--- src/rtl/fmul_normalize_round_pkg.sv ---
// Shared types and constants for the FP multiply normalize/round stage.
package fmul_normalize_round_pkg;

  typedef enum logic [2:0] {
    RM_RNE = 3'b000,
    RM_RTZ = 3'b001,
    RM_RDN = 3'b010,
    RM_RUP = 3'b011,
    RM_RMM = 3'b100
  } round_mode_e;

  typedef struct packed {
    logic nv;
    logic dz;
    logic of;
    logic uf;
    logic nx;
  } fflags_s;

  typedef enum logic [1:0] {
    ST_IDLE,
    ST_NORMALIZE,
    ST_ROUND,
    ST_OUTPUT
  } fmul_rnd_state_e;

  localparam logic [31:0] CANONICAL_NAN = 32'h7FC0_0000;
  localparam logic [30:0] MAX_FINITE    = 31'h7F7F_FFFF;

endpackage

--- src/rtl/lzc_48.sv ---
// Combinational leading-zero counter over a 48-bit word.
module lzc_48 (
  input  logic [47:0] data_i,
  output logic [5:0]  count_o,
  output logic        all_zero_o
);

  // NOTE: every always_comb output gets a default first so no path can infer a latch.
  always_comb begin
    count_o    = 6'd0;
    all_zero_o = 1'b1;
    // Scanning upward lets the highest set bit win.
    for (int i = 0; i < 48; i++) begin
      if (data_i[i]) begin
        count_o    = 6'(47 - i);
        all_zero_o = 1'b0;
      end
    end
  end

endmodule

--- src/rtl/fmul_normalize_round.sv ---
// Normalizes and rounds a raw significand product to IEEE-754 single precision,
// producing the packed result and RISC-V fflags behind a valid/ready handshake.
module fmul_normalize_round
  import fmul_normalize_round_pkg::*;
#(
  parameter int XLEN   = 32,
  parameter int MANT_W = 24,
  parameter int EXP_W  = 8,
  parameter int BIAS   = 127
) (
  input  logic              clk_i,
  input  logic              rst_n_i,
  input  logic              clk_en_i,
  input  logic              valid_i,
  output logic              ready_o,
  input  logic [2*XLEN-1:0] product_i,
  input  logic              sign_i,
  input  logic [EXP_W+1:0]  exp_sum_i,
  input  logic              is_zero_i,
  input  logic              is_inf_i,
  input  logic              is_nan_i,
  input  logic              invalid_i,
  input  logic [2:0]        round_mode_i,
  output logic              valid_o,
  input  logic              ready_i,
  output logic [31:0]       result_o,
  output logic [4:0]        fflags_o
);

  localparam int PW = 2 * MANT_W;
  localparam int EW = EXP_W + 3;
  localparam logic signed [EW-1:0] EXP_MAX = EW'(2 * BIAS + 1);
  localparam logic [4:0] SHAMT_SAT = 5'd26;

  fmul_rnd_state_e      state_q, state_d;
  logic [PW-1:0]        mant_q;
  logic signed [EW-1:0] exp_q;
  logic                 sign_q, zero_q, inf_q, nan_q, inv_q, tiny_q, sticky_q;
  logic [2:0]           rm_q;
  logic [31:0]          result_q;
  fflags_s              fflags_q;

  logic [5:0]           lz_cnt;
  logic                 lz_zero;
  logic [PW-1:0]        norm_shift, sticky_mask, mant_n;
  logic signed [EW-1:0] exp_n, exp_nn;
  logic [EW-1:0]        shamt_full;
  logic [4:0]           shamt;
  logic                 tiny_n, sticky_n;

  logic [MANT_W-1:0]    kept;
  logic [MANT_W:0]      sum;
  logic [MANT_W-2:0]    frac_r;
  logic signed [EW-1:0] exp_r;
  logic                 rnd_g, rnd_s, inc, ovf, ovf_inf;
  logic [31:0]          res_d;
  fflags_s              flags_d;

  logic unused_prod_hi;
  assign unused_prod_hi = ^product_i[2*XLEN-1:PW];

  lzc_48 u_lzc (
    .data_i    (mant_q),
    .count_o   (lz_cnt),
    .all_zero_o(lz_zero)
  );

  assign ready_o  = (state_q == ST_IDLE);
  assign valid_o  = (state_q == ST_OUTPUT);
  assign result_o = result_q;
  assign fflags_o = fflags_q;

  always_comb begin
    state_d = state_q;
    case (state_q)
      ST_IDLE:      if (valid_i) state_d = ST_NORMALIZE;
      ST_NORMALIZE: state_d = ST_ROUND;
      ST_ROUND:     state_d = ST_OUTPUT;
      ST_OUTPUT:    if (ready_i) state_d = ST_IDLE;
      default:      state_d = ST_IDLE;
    endcase
  end

  // Leading one goes to the top bit; tiny values are denormalized with sticky collection.
  always_comb begin
    norm_shift  = mant_q << lz_cnt;
    exp_n       = exp_q + EW'(1) - EW'(lz_cnt);
    tiny_n      = exp_n[EW-1] | (exp_n == '0);
    shamt_full  = EW'(1) - exp_n;
    shamt       = (shamt_full > EW'(SHAMT_SAT)) ? SHAMT_SAT : shamt_full[4:0];
    sticky_mask = (PW'(1) << shamt) - PW'(1);
    sticky_n    = tiny_n & (|(norm_shift & sticky_mask));
    mant_n      = tiny_n ? (norm_shift >> shamt) : norm_shift;
    exp_nn      = tiny_n ? '0 : exp_n;
  end

  always_comb begin
    kept  = mant_q[PW-1:PW-MANT_W];
    rnd_g = mant_q[PW-MANT_W-1];
    rnd_s = (|mant_q[PW-MANT_W-2:0]) | sticky_q;
    case (rm_q)
      RM_RTZ:  inc = 1'b0;
      RM_RDN:  inc = (rnd_g | rnd_s) & sign_q;
      RM_RUP:  inc = (rnd_g | rnd_s) & ~sign_q;
      RM_RMM:  inc = rnd_g;
      default: inc = rnd_g & (rnd_s | kept[0]);
    endcase

    sum    = {1'b0, kept} + (MANT_W + 1)'(inc);
    exp_r  = exp_q;
    frac_r = sum[MANT_W-2:0];
    if (sum[MANT_W]) begin
      exp_r  = exp_q + EW'(1);
      frac_r = '0;
    end else if ((exp_q == '0) && sum[MANT_W-1]) begin
      // A subnormal that rounded up into the hidden bit is now the smallest normal.
      exp_r = EW'(1);
    end

    ovf = (exp_r >= EXP_MAX);
    case (rm_q)
      RM_RTZ:  ovf_inf = 1'b0;
      RM_RDN:  ovf_inf = sign_q;
      RM_RUP:  ovf_inf = ~sign_q;
      default: ovf_inf = 1'b1;
    endcase

    flags_d    = '0;
    flags_d.nv = inv_q;
    flags_d.of = ovf;
    flags_d.uf = tiny_q & (rnd_g | rnd_s);
    flags_d.nx = rnd_g | rnd_s | ovf;

    if (ovf) begin
      res_d = ovf_inf ? {sign_q, {EXP_W{1'b1}}, {(MANT_W-1){1'b0}}} : {sign_q, MAX_FINITE};
    end else begin
      res_d = {sign_q, exp_r[EXP_W-1:0], frac_r};
    end

    if (nan_q | inf_q | zero_q) begin
      flags_d    = '0;
      flags_d.nv = inv_q;
      if (nan_q)      res_d = CANONICAL_NAN;
      else if (inf_q) res_d = {sign_q, {EXP_W{1'b1}}, {(MANT_W-1){1'b0}}};
      else            res_d = {sign_q, 31'd0};
    end
  end

  // NOTE: sequential state uses non-blocking assignments so every register samples pre-edge values.
  always_ff @(posedge clk_i or negedge rst_n_i) begin
    if (!rst_n_i) begin
      state_q  <= ST_IDLE;
      mant_q   <= '0;
      exp_q    <= '0;
      sign_q   <= 1'b0;
      zero_q   <= 1'b0;
      inf_q    <= 1'b0;
      nan_q    <= 1'b0;
      inv_q    <= 1'b0;
      tiny_q   <= 1'b0;
      sticky_q <= 1'b0;
      rm_q     <= '0;
      result_q <= '0;
      fflags_q <= '0;
    end else if (clk_en_i) begin
      state_q <= state_d;
      case (state_q)
        ST_IDLE: begin
          if (valid_i) begin
            mant_q   <= product_i[PW-1:0];
            exp_q    <= EW'($signed(exp_sum_i));
            sign_q   <= sign_i;
            zero_q   <= is_zero_i;
            inf_q    <= is_inf_i;
            nan_q    <= is_nan_i;
            inv_q    <= invalid_i;
            rm_q     <= round_mode_i;
            tiny_q   <= 1'b0;
            sticky_q <= 1'b0;
          end
        end
        ST_NORMALIZE: begin
          mant_q   <= mant_n;
          exp_q    <= exp_nn;
          tiny_q   <= tiny_n;
          sticky_q <= sticky_n;
          zero_q   <= zero_q | lz_zero;
        end
        ST_ROUND: begin
          result_q <= res_d;
          fflags_q <= flags_d;
        end
        default: ;
      endcase
    end
  end

endmodule

--- config.mk ---
export PLATFORM = sky130hd
export DESIGN_NAME = fmul_normalize_round
export DESIGN_NICKNAME = d
export VERILOG_FILES = /design/src/rtl/fmul_normalize_round_pkg.sv /design/src/rtl/lzc_48.sv /design/src/rtl/fmul_normalize_round.sv
export SDC_FILE = /design/constraint.sdc
export NUM_CORES = 1
export LEC_CHECK = 0
export ABC_AREA = 1
export CELL_PAD_IN_SITES_DETAIL_PLACEMENT = 0
export CELL_PAD_IN_SITES_GLOBAL_PLACEMENT = 2
export CORE_MARGIN = 2
export CORE_UTILIZATION = 37
export CTS_CLUSTER_DIAMETER = 60
export DETAILED_ROUTE_END_ITERATION = 8
export DONT_BUFFER_PORTS = 1
export PLACE_DENSITY_LB_ADDON = 0.1
export SYNTH_ARGS = -nofsm -noshare
export SYNTH_HDL_FRONTEND = slang
export SYNTH_SLANG_ARGS = --single-unit
--- constraint.sdc ---
create_clock -name clk_i -period 21.3 [get_ports clk_i]
set_input_delay 6.39 -clock clk_i [delete_from_list [all_inputs] [get_ports clk_i]]
set_output_delay 6.39 -clock clk_i [all_outputs]
set_load 0.1 [all_outputs]
== Word-level counts from Yosys, hierarchy flattened ==
Index checks and enable logic that the tools add are counted.

* $add $sub $neg: 6
* Order comparisons: 2
* Equality and inequality tests: 9
* Shift operators: 3
* Muxes and demuxes: 122
* Bitwise logic cells: 15
* Reduce and logical (&&, ||, !) cells: 11

{| class="wikitable"
|+ Operators by type and width
! cell !! count
|-
| $mux W6 || 48
|-
| $mux W48 || 2
|-
| $pmux W48 S2 || 1
|-
| $mux W32 || 2
|-
| $mux W31 || 2
|-
| $mux W1 || 50
|-
| $and A48 B48 Y48 || 1
|-
| $reduce_or A48 Y1 || 1
|-
| $shl A1 B5 Y48 const A || 1
|-
| $shl A48 B6 Y48 || 1
|-
| $shr A48 B5 Y48 || 1
|-
| $sub A48 B2 Y48 const B || 1
|-
| $mux W11 || 4
|-
| $add A24 B1 Y25 || 1
|-
| $mux W24 || 1
|-
| $mux W23 || 1
|-
| $reduce_or A23 Y1 || 1
|-
| $logic_not A11 Y1 || 2
|-
| $pmux W11 S2 || 1
|-
| $add A11 B1 Y11 const B || 1
|-
| $add A11 B2 Y11 const B || 1
|-
| $ge A11 B9 Y1 const B || 1
|-
| $gt A11 B5 Y1 const B || 1
|-
| $sub A11 B6 Y11 || 1
|-
| 23 further kinds || 41
|}

* Flip-flop bits (word level): 108
* Input bits: 87
* Output and inout port bits: 39
* Word-level logic and storage cells: 185

== Longest topological paths before layout ==
* Depth after elaboration: 58
* Depth in mapped cells: 77
* Mapped depth without buffers: 73

== Modules after synthesis ==
From an unflattened synthesis, not the netlist that was laid out.

* Cells, all modules: 2,398
* Area total of the unflattened synthesis: 13,885.8 um2

{| class="wikitable"
|+ Modules (own cells, without submodules)
! module !! instances !! cells an instance !! area each (um2) !! sequential area each (um2)
|-
| fmul_normalize_round || 1 || 2,237 || 13,215.2 || 2,677.6
|-
| lzc_48 || 1 || 161 || 670.6 || 0.0
|}

== Worst setup path before layout ==
No wires, ideal clock.

* Kind: in2reg
* From: in valid_i
* To: reg mant_q[47]
* Library setup time: 0.137 ns
* Arrival: 7.709 ns
* Required time: 21.163 ns
* Slack: 13.455 ns
* Stages on the path: 7
* Buffers on the path: 1
* Cell sequence: nand3_1 clkinv_1 nor2_1 clkinv_1 clkbuf_1 o211ai_1 o21ai_0

* Longest elaborated chain between the ends: 2

{| class="wikitable"
|+ RTL lines
! item !! line !! text
|-
| start: declaration || fmul_normalize_round.sv:14 || <nowiki>input logic valid_i,</nowiki>
|-
| $ne A2 B2 Y1 (no line) || n/a ||
|-
| $reduce_and A3 Y1 (no line) || n/a ||
|-
| end signal: assignment || fmul_normalize_round.sv:170 || <nowiki>mant_q <= product_i[PW-1:0];</nowiki>
|-
| end signal: assignment || fmul_normalize_round.sv:183 || <nowiki>mant_q <= mant_n;</nowiki>
|-
| end: declaration || fmul_normalize_round.sv:36 || <nowiki>logic [PW-1:0] mant_q;</nowiki>
|}

No other way between the ends.
A chain may end at the register's enable or synchronous reset.

== Final worst setup path ==
* From: reg mant_q[2]
* To: reg sticky_q

* Longest elaborated chain between the ends: 56
* Elaborated cells on any way between the ends: 59
* Classes of those cells: add/sub (3); order compare (1); shift (2); mux (48); bitwise (3); reduce/logical (2)

{| class="wikitable"
|+ RTL lines
! item !! line !! text
|-
| $mux W6 (46 in a row) || lzc_48.sv:14 || <nowiki>if (data_i[i]) begin</nowiki>
|-
| $sub A11 B6 Y11 || fmul_normalize_round.sv:87 || <nowiki>exp_n = exp_q + EW'(1) - EW'(lz_cnt);</nowiki>
|-
| $sub A2 B11 Y11 || fmul_normalize_round.sv:89 || <nowiki>shamt_full = EW'(1) - exp_n;</nowiki>
|-
| $gt A11 B5 Y1 || fmul_normalize_round.sv:90 || <nowiki>shamt = (shamt_full > EW'(SHAMT_SAT)) ? SHAMT_SAT : shamt_full[4:0];</nowiki>
|-
| $mux W5 || fmul_normalize_round.sv:90 ||
|-
| $shl A1 B5 Y48 || fmul_normalize_round.sv:91 || <nowiki>sticky_mask = (PW'(1) << shamt) - PW'(1);</nowiki>
|-
| $sub A48 B2 Y48 || fmul_normalize_round.sv:91 ||
|-
| $and A48 B48 Y48 || fmul_normalize_round.sv:92 || <nowiki>sticky_n = tiny_n & (|(norm_shift & sticky_mask));</nowiki>
|-
| $reduce_or A48 Y1 || fmul_normalize_round.sv:92 ||
|-
| $and A1 B1 Y1 * || fmul_normalize_round.sv:92 ||
|-
| $pmux W1 S2 * || fmul_normalize_round.sv:167 || <nowiki>case (state_q)</nowiki>
|-
| end signal: assignment || fmul_normalize_round.sv:186 || <nowiki>sticky_q <= sticky_n;</nowiki>
|-
| end: declaration || fmul_normalize_round.sv:38 || <nowiki>logic sign_q, zero_q, inf_q, nan_q, inv_q, tiny_q, sticky_q;</nowiki>
|}

Every way passes the cells marked *; elsewhere a longest branch is shown, timed or not.

==> reports/qor.yml <==
gp_congestion: 1.02
synthTopCellsByArea: "nand3_1 25%, dfrtp_1 19%, nand2_1 18%, nor2_1 4.4%, a21oi_1 3.8%"
final_layout_size_suffix_gt1_share_pct: 5.03
fp.dieArea_sq_mm: 0.0401
synth_cell_types: 66
end_kind: "flip-flop"
wirelength_mm: 69.5
final_cell_mix: "706 x nand3_1, 699 x nand2_1, 162 x nor2_1, 137 x inv_1, 107 x dfrtp_1"
slew_viol_final: 0
grt_first_pass_wirelength_mm: 105
slowest_stage: "inv_2"
syn_area_sq_mm: 0.0143
arrival_ns: 10.52
drt.antenna.violating_nets: 0
clock_path_buffers: 2
ys_warn_count: 0
required_ns: 21.60
via_per_inst: 6.10
critPathMostFrequentCell: "nand2_1"
cts-buffers-inserted: 9
fillCellCount: 4430
hold_class: "reg2reg"
rr_endpoint: "sticky_q"
status: "complete, no violations"
core_sq_mm: 0.0378
final_hold_viol_count: 0
setup_violations: 0
synthArstFlopShare_pct: 100
tightest_slew_ns: 1.11
cts_tree: "done"
avgSynthCellArea_sq_um: 5.66
cap_violations: 0
path_depth: 74
portBuffers: 0
postCtsResizedCells: 0
synthesis.nets: 2640
seq_area_sq_mm: 0.00268
rsz0062_at_grt: "false"
nNetsFinal: 2521
ys_seq_elements: 107
die_h_microns: 200
syn_inst: 2521
tns_ns: 0
start_util_pct: 37.7
multi_input_area_sq_mm: 0.0103
synth_top_cell_area_share_pct: 24.8
via_count: 17800
path_clk_slew_ns: 0.10
placed_area_sq_mm: 0.0145
grt_use_total_pct: 34.0
postCtsSetupRepairBufs: 0
grt_pass1_vias: 16600
cpPeakStageDelay_ns: 0.63
start_kind: "flip-flop"
reg2regPathDepth: 74
drtPass1Iterations: 6
finalCritPeriodShare_pct: 48.0
yosysTopAreaCell: "nand3_1"
fin_area_sq_mm: 0.0148
grt_max_degree: 108
crit_family: "simple AND/OR/NAND/NOR gates"
max_freq_ghz: 0.0979
ys.flop_type: "dfrtp_1"
worstSetupEndpoint: "sticky_q"
reg2reg_from: "mant_q[2]"
cts.sinks: 107
skew_ns: 0.0182
rrSetupSlack_ns: 11.08
htreeDepth: 3
routedWlPerCell_microns: 23.8
fin_util_pct: 39.0
relSlewSlack_pct: 26.3
drc: 0
period_needed_ns: 10.22
path_class: "reg2reg"
antenna_found_initial: 1
area_delta_synth_final_pct: 3.56
drt_iter0_markers: 1900
clkLatencyLatePin_ns: 0.41
yosysSeqAreaShare_pct: 18.8
clock-root-buffer: "clkbuf_16"
final_common_cell: "nand3_1"
cts_hold_buf: 0
critPathLaunch: "mant_q[2]"
rows: 71
cp_num_buf_inv: 8
critPathMaxFanout: 58
overflow: 0
chipWidth_microns: 200
pin_count: 126
hpwl_mm: 51.9
synth-edff-count: 0
[synth_stat cells, types with 21 or more instances]
master and n:
nor3_1 22, o21ai_0 71, xor2_1 23, ha_1 31
nor2_1 167, o21ai_1 44, nand2_1 701, nand3_1 706
a21oi_1 107, dfrtp_1 107, buf_2 21, inv_2 22
nand4_1 63, buf_1 37, clkbuf_1 85, inv_1 139
[how the worst min path moves through the flow]
stage	startpoint	endpoint	slack, ns	depth (start not counted)
2_1_floorplan	mant_q[22]	mant_q[22]	0.45	2
3_3_place_gp	nan_q	nan_q	0.46	2
3_5_place_dp	mant_q[22]	mant_q[22]	0.47	2
4_1_cts	nan_q	nan_q	0.50	2
5_1_grt	mant_q[22]	mant_q[22]	0.51	2
6_report	mant_q[22]	mant_q[22]	0.49	2
[layout make-up]
| cell class | instances | area share, % |
|---|---|---|
| multi-input cells | 2090 | 69.9 |
| flip-flops and latches | 107 | 18.1 |
| well taps | 511 | 4.33 |
| inverters | 167 | 4.24 |
| clock buffers | 9 | 1.52 |
| repair buffers | 27 | 1.37 |
| clock inverters | 7 | 0.525 |
| diodes | 1 | 0.0169 |
[routing by layer]
layer | wire length, microns | vias up | global-route usage (%)
met5 | 0 | - | 0
met4 | 2170 | 0 | 10.4
met3 | 5320 | 114 | 5.78
met2 | 30800 | 760 | 52.6
met1 | 31200 | 8549 | 48.1
li1 | - | 8382 | -
[kinds of logic after synthesis]
group / count (synthesis) / share of synthesized area [%]
AND/OR/NAND/NOR: 1720 / 54.6
buffers and inverters: 324 / 9.26
AO/OA/AOI/OAI: 302 / 12.3
flip-flops: 107 / 18.8
XOR/XNOR: 35 / 2.15
adder cells (fa/ha/maj): 32 / 2.86
other: 1 / 0.0263
[flip-flops by register name (all words and copies together) (netlist names)]
register	cells
mant_q	48
result_o	32
exp_q	11
fflags_o	4
rm_q	3
state_q	2
inf_q	1
inv_q	1
nan_q	1
sign_q	1
sticky_q	1
tiny_q	1
zero_q	1
[worst reg2reg max path: cells and delay by family (launching register included)]
kind / cells / cell delay [ns]
xor gates and xnor gates: 2 / 0.51
AOI/OAI and AO/OA: 7 / 1.14
adders and majority gates: 4 / 1.16
buffers and inverters: 8 / 2.38
and+or+nand+nor: 53 / 4.36
DFF: 1 / 0.53
[metrics by stage]
| stage | worst slack, ns | hold WS [ns] | cells |
|---|---|---|---|
| floorplan | 13.45 | 0.449 | 2521 |
| global placement | 11.22 | 0.464 | 2902 |
| detailed placement | 11.18 | 0.471 | 2902 |
| CTS | 11.12 | 0.495 | 2918 |
| global route | 10.21 | 0.506 | 2919 |
| finish | 11.08 | 0.490 | 2919 |
Power is left out: the tool's default activity adds up to more than one toggle a clock period on the data nets, which glitch-free logic cannot reach.
